[src/rtl/ws_write_block_if.sv]
// Handshake, DPRAM read port and SRAM write port of the S' write-back block.
interface ws_write_block_if;
    localparam int unsigned DP_AW   = 7;
    localparam int unsigned DP_DW   = 32;
    localparam int unsigned SRAM_AW = 18;
    localparam int unsigned SRAM_DW = 16;

    logic               WS_start;
    logic               WS_done;
    logic               WS_frame_done;
    logic [DP_AW-1:0]   WS_read_address;
    logic [DP_DW-1:0]   WS_read_data;
    logic [SRAM_AW-1:0] SRAM_address;
    logic [SRAM_DW-1:0] SRAM_write_data;
    logic               SRAM_we_n;

    // master: the write-back block itself
    modport master (
        input  WS_start, WS_read_data,
        output WS_done, WS_frame_done, WS_read_address,
               SRAM_address, SRAM_write_data, SRAM_we_n
    );

    // slave: M2 FSM, DPRAM and SRAM arbiter side
    modport slave (
        output WS_start, WS_read_data,
        input  WS_done, WS_frame_done, WS_read_address,
               SRAM_address, SRAM_write_data, SRAM_we_n
    );
endinterface

[src/rtl/ws_write_block.sv]
// Writes one 8x8 block of clipped S values from DPRAM to SRAM, two pixels per word,
// and walks its block position through the Y, U and V segments of the frame.
module ws_write_block #(
    parameter logic [6:0]  DP_OFFSET = 7'd0,
    parameter logic [17:0] Y_BASE    = 18'd0,
    parameter logic [17:0] U_BASE    = 18'd38400,
    parameter logic [17:0] V_BASE    = 18'd57600
) (
    input  logic              CLOCK_50_I,
    input  logic              Reset,
    ws_write_block_if.master  ws
);
    localparam int unsigned CW = 7;
    localparam int unsigned AW = 18;

    localparam logic [1:0] S_IDLE   = 2'd0;
    localparam logic [1:0] S_LI     = 2'd1;
    localparam logic [1:0] S_COMMON = 2'd2;
    localparam logic [1:0] S_LO     = 2'd3;

    localparam logic [1:0] SEG_Y = 2'd0;
    localparam logic [1:0] SEG_U = 2'd1;
    localparam logic [1:0] SEG_V = 2'd2;

    localparam logic [CW-1:0] LI_LAST     = 7'd3;
    localparam logic [CW-1:0] COMMON_LAST = 7'd64;
    localparam logic [CW-1:0] LO_LAST     = 7'd66;
    localparam logic [CW-1:0] FIRST_WR    = 7'd3;
    localparam logic [4:0]    RB_LAST     = 5'd29;

    logic [1:0]    state, state_n;
    logic [CW-1:0] cyc, cyc_n;
    logic [6:0]    rd_addr, rd_addr_n;
    logic [7:0]    even_px, even_px_n;
    logic [AW-1:0] sram_addr, sram_addr_n;
    logic [15:0]   sram_data, sram_data_n;
    logic          we_n, we_n_n;
    logic          done, done_n;
    logic          frame_done, frame_done_n;
    logic [5:0]    cb, cb_n;
    logic [4:0]    rb, rb_n;
    logic [1:0]    seg, seg_n;

    logic [4:0]    word_idx;
    logic [7:0]    row, col;
    logic [AW-1:0] seg_base, row_off, word_addr;
    logic [5:0]    c_end;

    function automatic logic [7:0] clip8(input logic [31:0] s);
        if (s[31])
            return 8'd0;
        else if (|s[30:8])
            return 8'hFF;
        else
            return s[7:0];
    endfunction

    // Word j is registered on odd cycle 2j+3, so cyc[6:1] = j+1 there
    always_comb begin
        word_idx  = 5'(cyc[6:1] - 6'd1);
        row       = {rb, word_idx[4:2]};
        col       = {cb, word_idx[1:0]};
        c_end     = (seg == SEG_Y) ? 6'd39 : 6'd19;
        case (seg)
            SEG_Y:   seg_base = Y_BASE;
            SEG_U:   seg_base = U_BASE;
            default: seg_base = V_BASE;
        endcase
        if (seg == SEG_Y)
            row_off = AW'({row, 7'b0}) + AW'({row, 5'b0});
        else
            row_off = AW'({row, 6'b0}) + AW'({row, 4'b0});
        word_addr = seg_base + row_off + AW'(col);
    end

    // Next-state, datapath and block-advance logic
    always_comb begin
        state_n      = state;
        cyc_n        = cyc;
        rd_addr_n    = rd_addr;
        even_px_n    = even_px;
        sram_addr_n  = sram_addr;
        sram_data_n  = sram_data;
        we_n_n       = 1'b1;
        done_n       = 1'b0;
        frame_done_n = 1'b0;
        cb_n         = cb;
        rb_n         = rb;
        seg_n        = seg;

        if (state == S_IDLE) begin
            if (ws.WS_start) begin
                state_n   = S_LI;
                cyc_n     = 7'd1;
                rd_addr_n = DP_OFFSET;
            end
        end else begin
            cyc_n = cyc + 7'd1;
            rd_addr_n = (cyc < COMMON_LAST) ? DP_OFFSET + cyc : DP_OFFSET;
            if (!cyc[0])
                even_px_n = clip8(ws.WS_read_data);
            else if (cyc >= FIRST_WR) begin
                sram_data_n = {even_px, clip8(ws.WS_read_data)};
                sram_addr_n = word_addr;
                we_n_n      = 1'b0;
            end
        end

        case (state)
            S_LI:     if (cyc == LI_LAST) state_n = S_COMMON;
            S_COMMON: if (cyc == COMMON_LAST) state_n = S_LO;
            S_LO: begin
                if (cyc == LO_LAST) begin
                    state_n = S_IDLE;
                    cyc_n   = '0;
                    done_n  = 1'b1;
                    if (cb == c_end) begin
                        cb_n = '0;
                        if (rb == RB_LAST) begin
                            rb_n = '0;
                            case (seg)
                                SEG_Y:   seg_n = SEG_U;
                                SEG_U:   seg_n = SEG_V;
                                default: begin
                                    seg_n        = SEG_Y;
                                    frame_done_n = 1'b1;
                                end
                            endcase
                        end else begin
                            rb_n = rb + 5'd1;
                        end
                    end else begin
                        cb_n = cb + 6'd1;
                    end
                end
            end
            default: ;
        endcase
    end

    always_ff @(posedge CLOCK_50_I or posedge Reset) begin
        if (Reset) begin
            state      <= S_IDLE;
            cyc        <= '0;
            rd_addr    <= DP_OFFSET;
            even_px    <= '0;
            sram_addr  <= '0;
            sram_data  <= '0;
            we_n       <= 1'b1;
            done       <= 1'b0;
            frame_done <= 1'b0;
            cb         <= '0;
            rb         <= '0;
            seg        <= SEG_Y;
        end else begin
            state      <= state_n;
            cyc        <= cyc_n;
            rd_addr    <= rd_addr_n;
            even_px    <= even_px_n;
            sram_addr  <= sram_addr_n;
            sram_data  <= sram_data_n;
            we_n       <= we_n_n;
            done       <= done_n;
            frame_done <= frame_done_n;
            cb         <= cb_n;
            rb         <= rb_n;
            seg        <= seg_n;
        end
    end

    assign ws.WS_done         = done;
    assign ws.WS_frame_done   = frame_done;
    assign ws.WS_read_address = rd_addr;
    assign ws.SRAM_address    = sram_addr;
    assign ws.SRAM_write_data = sram_data;
    assign ws.SRAM_we_n       = we_n;

endmodule
[src/flat_wrapper.sv]
// flat-port wrapper written by rule: the top's interface ports become plain ports
module ws_write_block_flat 
#(
    parameter logic [6:0]  DP_OFFSET = 7'd0,
    parameter logic [17:0] Y_BASE    = 18'd0,
    parameter logic [17:0] U_BASE    = 18'd38400,
    parameter logic [17:0] V_BASE    = 18'd57600
)
  (CLOCK_50_I, Reset, ws_WS_start, ws_WS_read_data, ws_WS_done, ws_WS_frame_done, ws_WS_read_address, ws_SRAM_address, ws_SRAM_write_data, ws_SRAM_we_n);
  ws_write_block_if ws_i ();
  input  logic CLOCK_50_I;
  input  logic Reset;
  input wire logic [$bits(ws_i.WS_start)-1:0] ws_WS_start;
  input wire logic [$bits(ws_i.WS_read_data)-1:0] ws_WS_read_data;
  output wire logic [$bits(ws_i.WS_done)-1:0] ws_WS_done;
  output wire logic [$bits(ws_i.WS_frame_done)-1:0] ws_WS_frame_done;
  output wire logic [$bits(ws_i.WS_read_address)-1:0] ws_WS_read_address;
  output wire logic [$bits(ws_i.SRAM_address)-1:0] ws_SRAM_address;
  output wire logic [$bits(ws_i.SRAM_write_data)-1:0] ws_SRAM_write_data;
  output wire logic [$bits(ws_i.SRAM_we_n)-1:0] ws_SRAM_we_n;
  assign ws_i.WS_start = ws_WS_start;
  assign ws_i.WS_read_data = ws_WS_read_data;
  assign ws_WS_done = ws_i.WS_done;
  assign ws_WS_frame_done = ws_i.WS_frame_done;
  assign ws_WS_read_address = ws_i.WS_read_address;
  assign ws_SRAM_address = ws_i.SRAM_address;
  assign ws_SRAM_write_data = ws_i.SRAM_write_data;
  assign ws_SRAM_we_n = ws_i.SRAM_we_n;
  ws_write_block #(.DP_OFFSET(DP_OFFSET), .Y_BASE(Y_BASE), .U_BASE(U_BASE), .V_BASE(V_BASE)) u_core (.CLOCK_50_I(CLOCK_50_I), .Reset(Reset), .ws(ws_i));
endmodule
[config.mk]
export PLATFORM = sky130hd
export DESIGN_NAME = ws_write_block_flat
export DESIGN_NICKNAME = d
export VERILOG_FILES = /design/src/rtl/ws_write_block_if.sv /design/src/rtl/ws_write_block.sv /design/src/flat_wrapper.sv
export SDC_FILE = /design/constraint.sdc
export NUM_CORES = 1
export LEC_CHECK = 0
export BUFFER_PORTS_ARGS = -buffer_cell sky130_fd_sc_hd__buf_4
export CAP_MARGIN = 5
export CORE_AREA = 10 10 99 101
export CTS_CLUSTER_SIZE = 8
export DETAILED_ROUTE_END_ITERATION = 8
export DIE_AREA = 0 0 109 111
export GPL_TIMING_DRIVEN = 0
export PLACE_DENSITY = 0.81
export SYNTH_ARGS = -nofsm -noshare
export SYNTH_HDL_FRONTEND = slang
export SYNTH_SLANG_ARGS = --single-unit
export TNS_END_PERCENT = 50
[constraint.sdc]
create_clock -name CLOCK_50_I -period 5 [get_ports CLOCK_50_I]
set_input_delay 0.5 -clock CLOCK_50_I [delete_from_list [all_inputs] [get_ports CLOCK_50_I]]
set_output_delay 0.5 -clock CLOCK_50_I [all_outputs]
set_load 0.05 [all_outputs]
## Word level (Yosys, flattened, before mapping)

Index checks and enable logic that the tools add are counted.

| operators by class | value |
|---|---|
| add/subtract/negate cells | 8 |
| $lt $le $gt $ge | 2 |
| equality and inequality tests | 10 |
| multiplexer cells | 31 |
| bitwise operators | 2 |
| reductions and logical operators | 9 |

Operators with widths:

| kind | count |
|---|---|
| 7-bit 2-to-1 mux | 7 |
| 16-bit case mux with 2 select lines | 1 |
| 23-bit OR reduction | 1 |
| 16-bit by 18-bit adder with 18-bit output | 1 |
| 18-bit by 8-bit adder with 18-bit output | 1 |
| 18-bit 2-to-1 mux | 1 |
| 15-bit by 13-bit adder with 16-bit output | 1 |
| 8-bit 2-to-1 mux | 2 |
| 14-bit by 12-bit adder with 15-bit output | 1 |
| 7-bit equality test, second input constant | 2 |
| 6-bit 2-to-1 mux | 2 |
| 1-bit 2-to-1 mux | 10 |
| 2-bit 2-to-1 mux | 5 |
| 7-bit by 1-bit adder with 7-bit output, second input constant | 1 |
| 7-bit by 2-bit equality test with 1-bit output, second input constant | 1 |
| 7-bit by 2-bit greater-or-equal comparator with 1-bit output, second input constant | 1 |
| 7-bit < comparator, second input constant | 1 |
| 6-bit by 1-bit adder with 6-bit output, second input constant | 1 |
| 6-bit equality test | 1 |
| 2-bit case mux with 3 select lines | 1 |
| 3-bit AND reduction | 2 |
| 5-bit by 1-bit adder with 5-bit output, second input constant | 1 |
| 5-bit equality test, second input constant | 1 |
| 5-bit 2-to-1 mux | 1 |
| other kinds (10) | 15 |

| storage, ports and cells | value |
|---|---|
| bits in registers | 74 |
| bits of input ports | 35 |
| output and inout bits | 44 |
| word-level logic and storage cells | 74 |

## Logic depth before layout (Yosys ltp)

| logic depth | value |
|---|---|
| word-level depth | 7 |
| gate-level depth with buffers | 19 |
| mapped depth without buffers | 19 |

## Worst setup path before layout

OpenSTA, ideal clock, no wires.

| path | value |
|---|---|
| path type | flip-flop to flip-flop |
| start | register u_core.cyc[2] |
| end | register u_core.sram_addr[16] (netlist: u_core.ws.SRAM_address[16]) |
| setup time | 0.129 ns |
| arrival time | 3.659 ns |
| data required time | 4.871 ns |
| path slack | 1.212 ns |
| cell stages (with the launch flop) | 20 |
| path buffers | 0 |
| period minus slack after synthesis | 3.788 ns |
| path through | dfrtp_1 > inv_1 > ha_1 > nand2_1 > xnor2_1 > ha_1 > fa_1 > nand3_1 > nand2_1 > a21o_1 > a21oi_1 > mux2i_1 > nand3_1 > ha_1 > a21oi_1 > inv_1 > a21oi_1 > nand2_1 > a311oi_1 > nor3_1 |

| between the ends | value |
|---|---|
| cells in the longest elaborated chain, start to end | 5 |
| elaborated cells on any way between the ends | 8 |
| classes of those cells | add/sub: 5; order compare: 1; mux: 1; reduce/logical: 1 |

Ends and longest elaborated chain:

| item | line | RTL |
|---|---|---|
| start, declared | ws_write_block.sv:32 | `logic [CW-1:0] cyc, cyc_n;` |
| start signal, assigned | ws_write_block.sv:157 | `cyc <= cyc_n;` |
| 5-bit by 1-bit subtractor with 5-bit output | ws_write_block.sv:60 | `word_idx = 5'(cyc[6:1] - 6'd1);` |
| 15-bit by 13-bit adder with 16-bit output / 14-bit by 12-bit adder with 15-bit output (equally long branches) | ws_write_block.sv:70, ws_write_block.sv:72 |  |
| 18-bit 2-to-1 mux | ws_write_block.sv:69 | `if (seg == SEG_Y)` |
| 16-bit by 18-bit adder with 18-bit output | ws_write_block.sv:73 | `word_addr = seg_base + row_off + AW'(col);` |
| 18-bit by 8-bit adder with 18-bit output | ws_write_block.sv:73 |  |
| end signal, assigned | ws_write_block.sv:160 | `sram_addr <= sram_addr_n;` |
| end, declared | ws_write_block.sv:35 | `logic [AW-1:0] sram_addr, sram_addr_n;` |

Several ways; a longest one is shown, not always the timed one.
A chain may end at the register's enable or synchronous reset.

## Worst setup path after layout

| path | value |
|---|---|
| start | register u_core.cyc[1] |
| end | register u_core.sram_addr[16] (netlist: u_core.ws.SRAM_address[16]) |

| between the ends | value |
|---|---|
| elaborated cells on any way between the ends | 8 |
| classes of those cells | add/sub: 5; order compare: 1; mux: 1; reduce/logical: 1 |

RTL lines:

| item | line | RTL |
|---|---|---|
| 5-bit by 1-bit subtractor with 5-bit output | ws_write_block.sv:60 |  |
| via u_core.col[0] | ws_write_block.sv:45 | `logic [7:0] row, col;` |
| 18-bit by 8-bit adder with 18-bit output | ws_write_block.sv:73 |  |

The timed path passes the listed nets, and every way through them passes these cells.

==> impl_metrics.tcl <==
set metrics [dict create \
    status "completed" \
    skew_ns 0.0115 \
    synth_cell_type_count 53 \
    yosysSeqAreaShare_pct 42.5 \
    final_layout_size_suffix_gt1_share_pct 19.8 \
    grtUsageTotal_pct 17.1 \
    insertion_delay_ns 0.37 \
    crit_path_max_fanout 7 \
    rrSetupSlack_ns 0.59 \
    synth-main-ff-cell "dfrtp_1" \
    fp-row-count 33 \
    cts_setup_buffers 0 \
    fin_crit_sh_pct 88.3 \
    dieArea_um2 12100 \
    synth_edf_count 0 \
    hp-class "in2async" \
    fmax_mhz 227 \
    ant_nets 0 \
    start_util_pct 53.3 \
    grt_pass1_vias 3733 \
    antenna_found_initial 0 \
    core_area_um2 7970 \
    ys_ff_latch 72 \
    ff_latch_area_um2 1800 \
    worstPathArrival_ns 4.66 \
    tns_ns 0 \
    io_pins 79 \
    cts_tree "yes" \
    htreeDepth 3 \
    rsz0062_at_grt "false" \
    critical_path_class "reg2reg" \
    cp-start-kind "register" \
    synth_warnings 0 \
    area_growth_syn_to_layout_pct 21.3 \
    worst_pin_slew_ns 0.867 \
    maxSlewHeadroom_pct 42.2 \
    place_area_um2 4950 \
    dp_hpwl_um 7850 \
    slew_viol_final 0 \
    cts-root-buf "clkbuf_8" \
    grt_max_degree 73 \
    synth.avg_cell_area_um2 8.95 \
    ys_async_sr_fraction_pct 100 \
    power_density_nw_per_um2 595 \
    routed-via-count 3798 \
    cts_sinks 72 \
    drc 0 \
    vdd_drop_max_mv 0.247 \
    clk_pin_slew_ns 0.09 \
    gr-total-overflow 0 \
    drt-pass1-iter-count 4 \
    synth_area_um2 4240 \
    cts_resized 0 \
    cp-end-kind "register" \
    nets 625 \
    drv_cap 0 \
    cts_buffer_depth 2 \
    worst_r2r_startpoint "u_core.cyc[1]$_DFF_PP0_" \
    die_w_um 109 \
    critPathRequiredTime_ns 5.25 \
    p_leak_uw 0.00256 \
    gp_congestion 0.865 \
    grt_pass1_wl_um 17300 \
    setup_viol 0 \
    period_minus_slack_ns 4.41 \
    fp.dieH_um 111 \
    n_antenna_cell 0 \
    multiInputGateArea_um2 2280 \
    totalWireLength_um 10500 \
    r2r_end "u_core.ws.SRAM_address[16]$_DFFE_PP0P_" \
    fin_area_um2 5150 \
    fillers 637 \
    vias_per_cell 5.65 \
    drt_iter0_drc 258 \
    io_buffers 76 \
    syn_inst 474 \
    r2r_cells 19 \
    hold_viol_final 0 \
    cts_hold_buf 0 \
    wl_per_cell_um 15.6 \
    numCtsBuffers 9 \
]
[through the flow]
stage               hold slack (ns)  cells  total power (uW)  util (%)  worst slack, ns
detailed placement            0.456    656              2620      62.1            0.668
finish                        0.322    672              3060      64.6            0.587
global route                  0.393    672              3280      64.6            0.284
CTS                           0.357    672              3080      64.6            0.643
global placement              0.443    656              2560      62.1            0.797
floorplan                     0.439    475              2130         -             1.21
[layer usage]
| layer | share of wire, % | vias up | wire length, um | track usage (%) |
|---|---|---|---|---|
| li1 | - | 1845 | - | - |
| met1 | 43 | 1818 | 4460 | 20.8 |
| met2 | 47 | 120 | 4950 | 27.7 |
| met3 | 8.5 | 15 | 886 | 4.94 |
| met4 | 1.5 | 0 | 162 | 6.42 |
| met5 | 0 | - | 0 | 0 |
[area by class of cell]
type	count	share of cell area [%]
well taps	105	2.55
repair buffers	76	11.1
flip-flops and latches	72	35.0
clock inverters	7	1.39
inverters	9	0.705
plain buffers	27	2.46
multi-input cells	367	44.4
clock buffers	9	2.41
[synthesized netlist by cell type (3+ instances only)]
library cell	number	share of area, %
and2_1	5	0.74
nand2_1	90	8.0
nand2b_1	4	0.59
nand4_1	4	0.59
nand3_1	14	1.7
o21ai_0	44	5.2
nor4_1	5	0.74
buf_4	3	0.53
mux2_2	4	1.1
nor3_1	12	1.4
a21oi_1	23	2.7
buf_2	5	0.59
clkbuf_1	18	1.6
o31ai_1	6	1.1
and3_1	7	1.0
ha_1	26	7.7
xor2_1	7	1.4
o21bai_1	10	1.8
or3_1	5	0.74
nor2_1	28	2.5
nand3b_1	12	2.1
nor3b_1	4	0.71
a21o_1	7	1.2
inv_1	9	0.80
dfrtp_1	71	42
a31oi_1	4	0.59
xnor2_1	10	2.1
mux2i_1	3	0.71
[flip-flops by register name, summed over array words and instances (netlist names)]
| register | flops |
|---|---|
| u_core.ws.SRAM_address | 17 |
| u_core.ws.SRAM_write_data | 16 |
| u_core.even_px | 8 |
| u_core.cyc | 7 |
| u_core.cb | 6 |
| u_core.ws.WS_read_address | 6 |
| u_core.rb | 5 |
| u_core.seg | 2 |
| u_core.state | 2 |
| u_core.ws.SRAM_we_n | 1 |
| u_core.ws.WS_done | 1 |
| u_core.ws.WS_frame_done | 1 |
[cell usage in the layout, fill, tap and decap left out, types with 10 or more instances in the layout]
master,n
nor2_1,28
buf_4,79
clkbuf_1,18
nand3_1,14
nand2_1,90
nand3b_1,12
ha_1,26
dfrtp_1,71
o21ai_0,44
o21bai_1,10
nor3_1,12
a21oi_1,23
xnor2_1,10
[how the worst max path moves through the flow]
stage,from,end,slack (ns),cells after the start
finish,u_core.cyc[1]$_DFF_PP0_,u_core.ws.SRAM_address[16]$_DFFE_PP0P_,0.59,19
CTS,u_core.cyc[1]$_DFF_PP0_,u_core.ws.SRAM_address[16]$_DFFE_PP0P_,0.64,19
detailed placement,u_core.cyc[1]$_DFF_PP0_,u_core.ws.SRAM_address[16]$_DFFE_PP0P_,0.67,19
floorplan,u_core.cyc[2]$_DFF_PP0_,u_core.ws.SRAM_address[16]$_DFFE_PP0P_,1.21,19
global placement,u_core.cyc[1]$_DFF_PP0_,u_core.ws.SRAM_address[16]$_DFFE_PP0P_,0.80,19
global route,u_core.cyc[1]$_DFF_PP0_,u_core.ws.SRAM_address[16]$_DFFE_PP0P_,0.28,19
[critical path, stage by stage (launching register included)]
cell and delay (ns):
dfrtp_1 0.50, inv_1 0.17, ha_1 0.22, nand2_1 0.11, xnor2_1 0.14, ha_1 0.26, fa_1 0.41, nand3_1 0.15
nand2_1 0.08, a21o_1 0.18, a21oi_1 0.34, mux2i_1 0.25, nand3_1 0.11, ha_1 0.36, a21oi_1 0.26, inv_1 0.07
a21oi_1 0.22, nand2_1 0.09, a311oi_1 0.29, nor3_1 0.09
[report_power, final]
group | leakage, uW | internal [uW] | switching [uW]
clock | 0.0000999 | 195 | 263
sequential | 0.000919 | 791 | 140
combinational | 0.00154 | 550 | 1120
[logic make-up (layout without fill, tap and decap cells)]
family	Yosys count	count (layout)	synth area share, %
buf+inv	36	128	3.77
mux	7	7	1.77
flops	72	72	42.5
xor+xnor	17	17	3.51
simple gates	201	201	23.4
compound gates	112	112	16.4
fa+ha+maj	28	28	8.61
other cells	1	2	0.0884
(Power assumes the default switching activity.)
